[src/rtl/alu_share_if.sv]
// Request/response bundle between the two ALU clients and alu_share_ctrl.
// The master side is the requester pair; the slave side is the controller.
interface alu_share_if #(
    parameter int WIDTH = 32
);
    logic             req_valid_0;
    logic             req_valid_1;
    logic             req_ready_0;
    logic             req_ready_1;
    logic [WIDTH-1:0] a_0;
    logic [WIDTH-1:0] b_0;
    logic [WIDTH-1:0] a_1;
    logic [WIDTH-1:0] b_1;
    logic [1:0]       op_0;
    logic [1:0]       op_1;
    logic             rsp_valid_0;
    logic             rsp_valid_1;
    logic             rsp_ready_0;
    logic             rsp_ready_1;
    logic [WIDTH-1:0] rsp_data;

    modport master (
        output req_valid_0, req_valid_1, a_0, b_0, a_1, b_1, op_0, op_1,
        output rsp_ready_0, rsp_ready_1,
        input  req_ready_0, req_ready_1, rsp_valid_0, rsp_valid_1, rsp_data
    );

    modport slave (
        input  req_valid_0, req_valid_1, a_0, b_0, a_1, b_1, op_0, op_1,
        input  rsp_ready_0, rsp_ready_1,
        output req_ready_0, req_ready_1, rsp_valid_0, rsp_valid_1, rsp_data
    );
endinterface

[src/rtl/alu_share_ctrl.sv]
// Shares one combinational ALU between two requesters. Round-robin grant in
// IDLE, one EXEC cycle driving the ALU from latched operands, then a RESP
// state holding the registered result until the owning requester takes it.
module alu_share_ctrl #(
    parameter int WIDTH = 32
) (
    input  logic             clk,
    input  logic             rst_n,
    alu_share_if.slave       bus,
    output logic [WIDTH-1:0] alu_a,
    output logic [WIDTH-1:0] alu_b,
    output logic [1:0]       alu_op,
    input  logic [WIDTH-1:0] alu_result,
    output logic             busy
);
    typedef enum logic [1:0] {IDLE, EXEC, RESP} state_t;

    state_t           state;
    logic             ptr;
    logic             owner;
    logic [WIDTH-1:0] a_p0;
    logic [WIDTH-1:0] b_p0;
    logic [1:0]       op_p0;
    logic [WIDTH-1:0] res_p1;

    logic             gnt_vld;
    logic             gnt_id;
    logic             rsp_take;

    // Round-robin grant: the pointer side wins, otherwise whoever is asking.
    always_comb begin
        gnt_vld = 1'b0;
        gnt_id  = 1'b0;
        if (state == IDLE) begin
            if (ptr ? bus.req_valid_1 : bus.req_valid_0) begin
                gnt_vld = 1'b1;
                gnt_id  = ptr;
            end else if (ptr ? bus.req_valid_0 : bus.req_valid_1) begin
                gnt_vld = 1'b1;
                gnt_id  = ~ptr;
            end
        end
    end

    assign bus.req_ready_0 = gnt_vld & ~gnt_id;
    assign bus.req_ready_1 = gnt_vld &  gnt_id;

    // Only the owner's rsp_ready can retire a response.
    assign rsp_take = owner ? bus.rsp_ready_1 : bus.rsp_ready_0;

    assign alu_a        = a_p0;
    assign alu_b        = b_p0;
    assign alu_op       = op_p0;
    assign bus.rsp_data = res_p1;

    // Controller FSM with registered operand, result, valid and busy outputs.
    always_ff @(posedge clk or negedge rst_n) begin
        if (!rst_n) begin
            state           <= IDLE;
            ptr             <= 1'b0;
            owner           <= 1'b0;
            a_p0            <= '0;
            b_p0            <= '0;
            op_p0           <= '0;
            res_p1          <= '0;
            bus.rsp_valid_0 <= 1'b0;
            bus.rsp_valid_1 <= 1'b0;
            busy            <= 1'b0;
        end else begin
            case (state)
                IDLE: begin
                    if (gnt_vld) begin
                        a_p0  <= gnt_id ? bus.a_1  : bus.a_0;
                        b_p0  <= gnt_id ? bus.b_1  : bus.b_0;
                        op_p0 <= gnt_id ? bus.op_1 : bus.op_0;
                        owner <= gnt_id;
                        ptr   <= ~gnt_id;
                        busy  <= 1'b1;
                        state <= EXEC;
                    end
                end
                EXEC: begin
                    res_p1 <= alu_result;
                    if (owner) begin
                        bus.rsp_valid_1 <= 1'b1;
                    end else begin
                        bus.rsp_valid_0 <= 1'b1;
                    end
                    state <= RESP;
                end
                RESP: begin
                    if (rsp_take) begin
                        bus.rsp_valid_0 <= 1'b0;
                        bus.rsp_valid_1 <= 1'b0;
                        busy            <= 1'b0;
                        state           <= IDLE;
                    end
                end
                default: begin
                    state <= IDLE;
                end
            endcase
        end
    end
endmodule

[src/flat_wrapper.sv]
// flat-port wrapper written by rule: the top's interface ports become plain ports
module alu_share_ctrl_flat 
#(
    parameter int WIDTH = 32
)
  (clk, rst_n, alu_a, alu_b, alu_op, alu_result, busy, bus_req_valid_0, bus_req_valid_1, bus_a_0, bus_b_0, bus_a_1, bus_b_1, bus_op_0, bus_op_1, bus_rsp_ready_0, bus_rsp_ready_1, bus_req_ready_0, bus_req_ready_1, bus_rsp_valid_0, bus_rsp_valid_1, bus_rsp_data);
  alu_share_if #(.WIDTH(WIDTH)) bus_i ();
  input  logic clk;
  input  logic rst_n;
  output logic [WIDTH-1:0] alu_a;
  output logic [WIDTH-1:0] alu_b;
  output logic [1:0] alu_op;
  input  logic [WIDTH-1:0] alu_result;
  output logic busy;
  input wire logic [$bits(bus_i.req_valid_0)-1:0] bus_req_valid_0;
  input wire logic [$bits(bus_i.req_valid_1)-1:0] bus_req_valid_1;
  input wire logic [$bits(bus_i.a_0)-1:0] bus_a_0;
  input wire logic [$bits(bus_i.b_0)-1:0] bus_b_0;
  input wire logic [$bits(bus_i.a_1)-1:0] bus_a_1;
  input wire logic [$bits(bus_i.b_1)-1:0] bus_b_1;
  input wire logic [$bits(bus_i.op_0)-1:0] bus_op_0;
  input wire logic [$bits(bus_i.op_1)-1:0] bus_op_1;
  input wire logic [$bits(bus_i.rsp_ready_0)-1:0] bus_rsp_ready_0;
  input wire logic [$bits(bus_i.rsp_ready_1)-1:0] bus_rsp_ready_1;
  output wire logic [$bits(bus_i.req_ready_0)-1:0] bus_req_ready_0;
  output wire logic [$bits(bus_i.req_ready_1)-1:0] bus_req_ready_1;
  output wire logic [$bits(bus_i.rsp_valid_0)-1:0] bus_rsp_valid_0;
  output wire logic [$bits(bus_i.rsp_valid_1)-1:0] bus_rsp_valid_1;
  output wire logic [$bits(bus_i.rsp_data)-1:0] bus_rsp_data;
  assign bus_i.req_valid_0 = bus_req_valid_0;
  assign bus_i.req_valid_1 = bus_req_valid_1;
  assign bus_i.a_0 = bus_a_0;
  assign bus_i.b_0 = bus_b_0;
  assign bus_i.a_1 = bus_a_1;
  assign bus_i.b_1 = bus_b_1;
  assign bus_i.op_0 = bus_op_0;
  assign bus_i.op_1 = bus_op_1;
  assign bus_i.rsp_ready_0 = bus_rsp_ready_0;
  assign bus_i.rsp_ready_1 = bus_rsp_ready_1;
  assign bus_req_ready_0 = bus_i.req_ready_0;
  assign bus_req_ready_1 = bus_i.req_ready_1;
  assign bus_rsp_valid_0 = bus_i.rsp_valid_0;
  assign bus_rsp_valid_1 = bus_i.rsp_valid_1;
  assign bus_rsp_data = bus_i.rsp_data;
  alu_share_ctrl #(.WIDTH(WIDTH)) u_core (.clk(clk), .rst_n(rst_n), .bus(bus_i), .alu_a(alu_a), .alu_b(alu_b), .alu_op(alu_op), .alu_result(alu_result), .busy(busy));
endmodule
[config.mk]
export PLATFORM = sky130hd
export DESIGN_NAME = alu_share_ctrl_flat
export DESIGN_NICKNAME = d
export VERILOG_FILES = /design/src/rtl/alu_share_if.sv /design/src/rtl/alu_share_ctrl.sv /design/src/flat_wrapper.sv
export SDC_FILE = /design/constraint.sdc
export NUM_CORES = 1
export LEC_CHECK = 0
export CORE_MARGIN = 4
export CORE_UTILIZATION = 44
export CTS_BUF_LIST = sky130_fd_sc_hd__clkbuf_4 sky130_fd_sc_hd__clkbuf_8
export DETAILED_ROUTE_END_ITERATION = 12
export HOLD_SLACK_MARGIN = 0.05
export PLACE_DENSITY_LB_ADDON = 0.05
export SYNTH_ARGS = -nofsm -noshare
export SYNTH_HDL_FRONTEND = slang
export SYNTH_SLANG_ARGS = --single-unit
[constraint.sdc]
create_clock -name clk -period 3.24 [get_ports clk]
set_input_delay 0.648 -clock clk [delete_from_list [all_inputs] [get_ports clk]]
set_output_delay 0.648 -clock clk [all_outputs]
set_load 0.1 [all_outputs]
Yosys cells after proc, flatten, opt, wreduce, memory -nomap -nowiden

Cells that the tools add are included.

Reduce and logical (&&, ||, !) cells: 8
Multiplexer cells: 22
Add/subtract/negate cells: 0
$mul: 0
Divide/modulo/power cells: 0
Bitwise operators: 4
Equal/unequal tests: 6
Shifts and indexed selects: 0
Magnitude comparators: 0

Operators with widths:

| kind                 | number |
|---|---|
| $mux W32             | 2 |
| $mux W1              | 13 |
| $reduce_and A3 Y1    | 3 |
| $mux W2              | 3 |
| $ne A2 B1 Y1 const B | 3 |
| $pmux W1 S2          | 3 |
| $pmux W2 S3          | 1 |
| $reduce_and A2 Y1    | 2 |
| $reduce_bool A2 Y1   | 2 |
| $and A1 B1 Y1        | 2 |
| $eq A2 B1 Y1 const B | 1 |
| $eq A2 B2 Y1 const B | 1 |
| $logic_not A2 Y1     | 1 |
| $ne A2 B2 Y1 const B | 1 |
| $not A1 Y1           | 2 |

Logic and storage cells: 50
ROM bits: 0
Output and inout port bits: 103
RAM bits: 0
Register bits after elaboration: 105
Latch bits: 0
Input port bits: 170
Memories kept: 0

Longest topological paths before layout

Gate-level depths: netlist (run 1).

Depth after elaboration: 6
Gate-level depth with buffers: 6
Depth with buffers taken out: 4

Worst setup path after synthesis (run 1)

No wires, ideal clock.

Kind: input-to-output
Start: in bus_req_valid_1
End: out bus_req_ready_0
Slack: 0.123 ns
Buffers on the path: 2
Data arrival time: 2.469 ns
Stages: 4
Path through: clkbuf_1 > o21ai_1 > buf_2 > nor2_1

Cells in the longest elaborated chain, start to end: 6

Ends and longest elaborated chain:

| item                 | line                 | source |
|---|---|---|
| start: declaration   | flat_wrapper.sv:16   | `input wire logic [$bits(bus_i.req_valid_1)-1:0] bus_req_valid_1;` |
| $mux W1 (2 in a row) | alu_share_ctrl.sv:38 | `end else if (ptr ? bus.req_valid_0 : bus.req_valid_1) begin` |
| $mux W1              | alu_share_ctrl.sv:35 | `if (ptr ? bus.req_valid_1 : bus.req_valid_0) begin` |
| $mux W1              | alu_share_ctrl.sv:34 | `if (state == IDLE) begin` |
| $not A1 Y1           | alu_share_ctrl.sv:45 | `assign bus.req_ready_0 = gnt_vld & ~gnt_id;` |
| $and A1 B1 Y1 *      | alu_share_ctrl.sv:45 |  |
| end: declaration     | flat_wrapper.sv:25   | `output wire logic [$bits(bus_i.req_ready_0)-1:0] bus_req_ready_0;` |

Every way passes the cells marked *; elsewhere a longest branch is shown, timed or not.

Worst setup path after layout (run 1)

Start: in bus_req_valid_0
End: out bus_req_ready_0

Cells in the longest elaborated chain, start to end: 6

Ends and longest elaborated chain:

| item                 | line                 | source |
|---|---|---|
| start: declaration   | flat_wrapper.sv:15   | `input wire logic [$bits(bus_i.req_valid_0)-1:0] bus_req_valid_0;` |
| $mux W1 (2 in a row) | alu_share_ctrl.sv:38 |  |
| $mux W1              | alu_share_ctrl.sv:35 |  |
| $mux W1              | alu_share_ctrl.sv:34 |  |
| $not A1 Y1           | alu_share_ctrl.sv:45 |  |
| $and A1 B1 Y1 *      | alu_share_ctrl.sv:45 |  |

Marked as above.

==> run_results.csv, run 1 <==
group,metric,value,unit
setup_path,worstPathCellList,"clkdlybuf4s50_1 > nand2b_2 > and2_1 > nor2_1 > buf_12",
route,wl,17310,microns
cells_and_area,seq_area,0.002628,sq mm
cts,htree_levels,3,
cts,numCtsBuffers,9,
setup_path,endpoint_kind,"primary output",
sta,drv_slew,0,
logic_synthesis,ys_warn_count,0,
logic_synthesis,ys.flop_type,"dfrtp_1",
cts,cts_buffer_depth,2,
sta,max_freq,0.3817,GHz
cells_and_area,nFillCells,864,
grt,grt_max_degree,70,
logic_synthesis,synth_area_leaders,"dfrtp_1, o311ai_1, nand4_1",
logic_synthesis,synth_most_common_cell,"dfrtp_1",
cells_and_area,drive_above_1_share,20.76,%
grt,antenna_found_initial,0,
place,hpwlAfterDp,12350,microns
route,dr.pass1.iters,6,
sta,min_period,2.620,ns
sta,rsz0062_at_grt,"false",
grt,grt_pass1_wl,27460,microns
grt,track_usage,25.93,%
setup_path,startpoint_type,"primary input",
setup_path,r2r-start,"u_core.state[0]",
cts,cts_root_buffer,"clkbuf_8",
route,vias_per_cell,5.590,
logic_synthesis,netlist_area,0.005074,sq mm
logic_synthesis,synth_commonest_cells,"dfrtp_1, nand2_1, inv_1, nand4_1, o311ai_1",
floorplanning,initial_core_util,45.80,%
route,drt_iter0_drc,371,
sta,worst_pin_slew,0.9306,ns
route,dr.max_layer_used,"met4",
logic_synthesis,seq_area_frac_synth,51.79,%
logic_synthesis,ys_async_sr_fraction,100.0,%
logic_synthesis,synth_edf_count,0,
cts,postCtsHoldBufs,0,
sta,finalHoldViolations,0,
logic_synthesis,syn_inst,545,
sta,slew_headroom,37.96,%
floorplanning,fp-row-count,38,
cts,cts_setup_buffers,0,
route,vias,5199,
logic_synthesis,synth_nets,715,
setup_path,r2r_setup_slack,1.01,ns
cts,cts_tree,"yes",
cts,cts.sinks,105,
place,gp_congestion,0.8534,
setup_path,ff2ff_path_depth,5,
setup_path,critPathKind,"in -> out",
cells_and_area,nNetsFinal,955,
setup_path,critPathMaxFanout,4,
floorplanning,ios,273,
setup_path,cpMaxStageDelayCell,"clkdlybuf4s50_1",
logic_synthesis,ys_types,25,
setup_path,worstReg2RegEnd,"u_core.alu_a[15]",
sta,setup_violations,0,
cells_and_area,area_growth,54.50,%
route,route.detailed.drc,0,
route,wl_met1,6591,microns
setup_path,cp.required,2.59,ns
logic_synthesis,yosys.area.top_type,"dfrtp_1",
floorplanning,die_y,115.4,microns
route,dr_wl_met2,8724,microns
route,wl_per_cell,18.61,microns
floorplanning,coreArea,0.01108,sq mm
sta,finClkSkew,0.01088,ns
grt,grt-ovfl-total,0,
place,port_buffers,272,
cts,clkTransAtPathRegs,0.12,ns
setup_path,arrival,1.97,ns
grt,grt_pass1_vias,5305,
cts,clk-insertion-delay-late,0.38,ns
logic_synthesis,yosysTopAreaCellShare,51.79,%
sta,finalSetupTns,0,ns
cts,cts_resized,0,
floorplanning,die_w,115.4,microns
floorplanning,fp.dieArea,0.01331,sq mm
cells_and_area,antenna_cells,0,
run_status,status,"completed",
route,wl_met3,1567,microns
sta,period_share,80.86,%
logic_synthesis,synth_area_per_cell,9.309,sq um
route,antenna_left,0,
worst_hold_path,hold_path_class,"in -> async",
cells_and_area,multiInputGateArea,0.001974,sq mm
logic_synthesis,ys_ff_latch,105,
setup_path,slowest_delay,0.62,ns
job,cap_viol_max_count,0,
sequential cells by signal, indices dropped and copies added (netlist names):
signal	cells
u_core.alu_a	32
u_core.alu_b	32
u_core.bus.rsp_data	32
u_core.alu_op	2
u_core.state	2
u_core.bus.rsp_valid_0	1
u_core.bus.rsp_valid_1	1
u_core.busy	1
u_core.owner	1
u_core.ptr	1
metrics by stage:
stage / hold slack, ns / util, % / instances / setup slack, ns / instance area (sq um)
floorplan: 0.3524 / - / 545 / 0.1226 / 5074
global placement: 0.4585 / 68.88 / 914 / 0.6549 / 7631
detailed placement: 0.4639 / 68.88 / 914 / 0.6035 / 7631
CTS: 0.2885 / 70.76 / 930 / 0.6093 / 7839
global route: 0.3078 / 70.76 / 930 / 0.5556 / 7839
finish: 0.2731 / 70.76 / 930 / 0.6201 / 7839
layer usage:
| layer | vias up | global-route usage (%) |
|---|---|---|
| li1 | 2414 | - |
| met1 | 2513 | 32.35 |
| met2 | 243 | 43.67 |
| met3 | 29 | 7.316 |
| met4 | 0 | 8.294 |
| met5 | - | 0 |
cell families (layout without fill, tap and decap cells):
logic type	after synthesis	in the layout	synth area share (%)
AO/OA/AOI/OAI	140	140	21.60
buffers and inverters	126	371	9.889
flip-flops	105	105	51.79
multiplexers	1	1	0.2219
AND/OR/NAND/NOR	173	173	16.50
cell usage in the layout (no fill, tap or decap), drive strengths merged:
| cell | instances |
|---|---|
| clkdlybuf4s50 | 167 |
| buf | 121 |
| dfrtp | 105 |
| nand2 | 96 |
| inv | 71 |
| o21ai | 70 |
| nand4 | 66 |
| o311ai | 66 |
| clkbuf | 9 |
| nand2b | 4 |
| clkinv | 3 |
| nor2 | 3 |
| a21o | 2 |
| and2 | 1 |
| and3 | 1 |
| or2 | 1 |
| nor2b | 1 |
| mux2 | 1 |
| o2bb2ai | 1 |
| a22o | 1 |
how the worst max path moves through the flow:
stage	end	slack (ns)	cells past startpoint	startpoint
CTS	bus_req_ready_0	0.61	5	bus_req_valid_0
global route	bus_req_ready_0	0.56	5	bus_req_valid_0
global placement	bus_req_ready_0	0.65	5	bus_req_valid_0
detailed placement	u_core.alu_a[17]	0.60	5	bus_req_valid_0
finish	bus_req_ready_0	0.62	5	bus_req_valid_0
floorplan	bus_req_ready_0	0.12	4	bus_req_valid_1
cell type report:
class                   instances  share of cell area, %
multi-input cells             314                  25.19
inverters                      67                  3.208
clock inverters                 7                  1.069
flip-flops and latches        105                  33.52
repair buffers                288                  33.20
clock buffers                   9                  1.580
well taps                     140                  2.235
worst max-delay path: cells and delay by family:
kind / cells / cell delay (ns)
buf+inv: 2 / 0.83
simple gates: 3 / 0.49
Power of run 1 is left out: the tool's default activity adds up to more than one toggle a clock period on the data nets, which glitch-free logic cannot reach.
==> run 2, diff against run 1 <==
- CORE_UTILIZATION: 44 -> 37
- clock period: 3.24 -> 2.32 ns (I/O delays scaled with it)
==> run 2 against run 1 <==
Net effect: core utilization shrank 11 points; worst setup slack lost 0.32 ns; clock skew shrank 0.0054 ns; flip-flop and latch count is the same; register-to-register slack lost 0.30 ns; routed wire length grew 0.21%; design area grew 1.0%; hold slack lost 0.20 ns; non-clock buffer count grew 3; die area grew 18%; critical endpoint unchanged; highest routed layer unchanged.
==> run_results.csv, run 2 (synthesized netlist as in run 1, its figures left out) <==
group,metric,value,unit
run_status,status,"completed",
floorplanning,die_y,125.1,microns
floorplanning,ios,273,
setup_path,slowest_delay,0.50,ns
cts,postCtsHoldBufs,0,
setup_path,cpMaxStageDelayCell,"clkdlybuf4s50_1",
setup_path,r2r-start,"u_core.state[0]",
grt,grt_pass1_wl,27650,microns
grt,track_usage,21.51,%
setup_path,cp_top_family,"buffers and inverters",
cells_and_area,nNetsFinal,958,
sta,max_freq,0.4958,GHz
sta,setup_violations,0,
cts,clkTransAtPathRegs,0.09,ns
cts,cts_root_buffer,"clkbuf_8",
cts,clk-insertion-delay-late,0.35,ns
floorplanning,initial_core_util,38.01,%
cells_and_area,antenna_cells,0,
setup_path,worst-path-buf-inv,2,
cts,htree_levels,3,
sta,finalHoldViolations,0,
sta,finClkSkew,0.005463,ns
floorplanning,fp.dieArea,0.01565,sq mm
sta,slew_headroom,61.42,%
cts,cts_buffer_depth,2,
route,wl_per_cell,17.90,microns
sta,rsz0062_at_grt,"false",
sta,min_period,2.017,ns
setup_path,critPathKind,"in -> out",
cells_and_area,area_growth,56.10,%
grt,grt_pass1_vias,5220,
sta,period_share,86.94,%
setup_path,endpoint_kind,"primary output",
cts,cts_setup_buffers,0,
floorplanning,fp-row-count,42,
setup_path,cp-startpoint,"bus_req_valid_0",
job,cap_viol_max_count,0,
route,wl,17340,microns
place,hpwlAfterDp,12500,microns
place,port_buffers,272,
grt,grt-ovfl-total,0,
cells_and_area,final_common_cell,"clkdlybuf4s50_1",
cells_and_area,drive_above_1_share,21.19,%
cells_and_area,nFillCells,1197,
floorplanning,die_w,125.1,microns
cts,numCtsBuffers,9,
cells_and_area,seq_area,0.002628,sq mm
grt,antenna_found_initial,0,
route,dr.pass1.iters,5,
cts,cts.sinks,105,
sta,drv_slew,0,
floorplanning,coreArea,0.01335,sq mm
cts,cts_tree,"yes",
grt,grt_max_degree,46,
route,drt_iter0_drc,347,
setup_path,critPathMaxFanout,4,
setup_path,startpoint_type,"primary input",
cells_and_area,multiInputGateArea,0.001977,sq mm
route,route.detailed.drc,0,
route,vias,5144,
setup_path,worstPathCellList,"clkdlybuf4s50_1 > nand2b_2 > and2_1 > nor2_2 > buf_12",
route,antenna_left,0,
worst_hold_path,hold_path_class,"in -> async",
cells_and_area,final_cell_mix,"clkdlybuf4s50_1, buf_4, dfrtp_1, nand2_1",
route,vias_per_cell,5.309,
setup_path,arrival,1.55,ns
place,gp_congestion,0.8172,
cts,cts_resized,0,
sta,worst_pin_slew,0.5786,ns
sta,finalSetupTns,0,ns
setup_path,cp.required,1.86,ns
[run 2: final timing paths]
check	end	slack, ns	cells after the start
min in group clk	u_core.alu_b[25]	0.47	3
setup reg to reg	u_core.alu_b[2]	0.71	4
hold / removal	u_core.bus.rsp_data[3]	0.07	1
setup / recovery	bus_req_ready_0	0.30	5
max in group asynchronous	u_core.bus.rsp_data[13]	1.48	2
hold reg to reg	u_core.bus.rsp_data[0]	0.49	2
[run 2: cell type report]
type,count,share of cell area (%)
timing repair buffer,291,33.62
clock buffer,13,2.101
sequential,105,33.18
tap,176,2.780
clock inverter,3,0.1896
multi-input combinational,314,24.96
inverter,67,3.175
[run 2: layer usage]
| metal | global-route usage (%) | wire length, microns |
|---|---|---|
| met1 | 26.42 | 7049 |
| met5 | 0 | 0 |
| met2 | 37.01 | 8591 |
| met3 | 5.885 | 1353 |
| met4 | 6.633 | 348 |
[run 2: metrics by stage]
step / hold slack (ns) / cells / instance area (sq um) / util [%] / worst slack (ns)
2_1_floorplan: 0.1684 / 545 / 5076 / - / 0.03105
3_5_place_dp: 0.4678 / 953 / 7739 / 57.98 / 0.2772
5_1_grt: 0.08989 / 969 / 7920 / 59.34 / 0.2124
3_3_place_gp: 0.4578 / 953 / 7739 / 57.98 / 0.2940
6_report: 0.06876 / 969 / 7920 / 59.34 / 0.3030
4_1_cts: 0.07223 / 969 / 7920 / 59.34 / 0.2931
Power of run 2 is left out for the same reason.
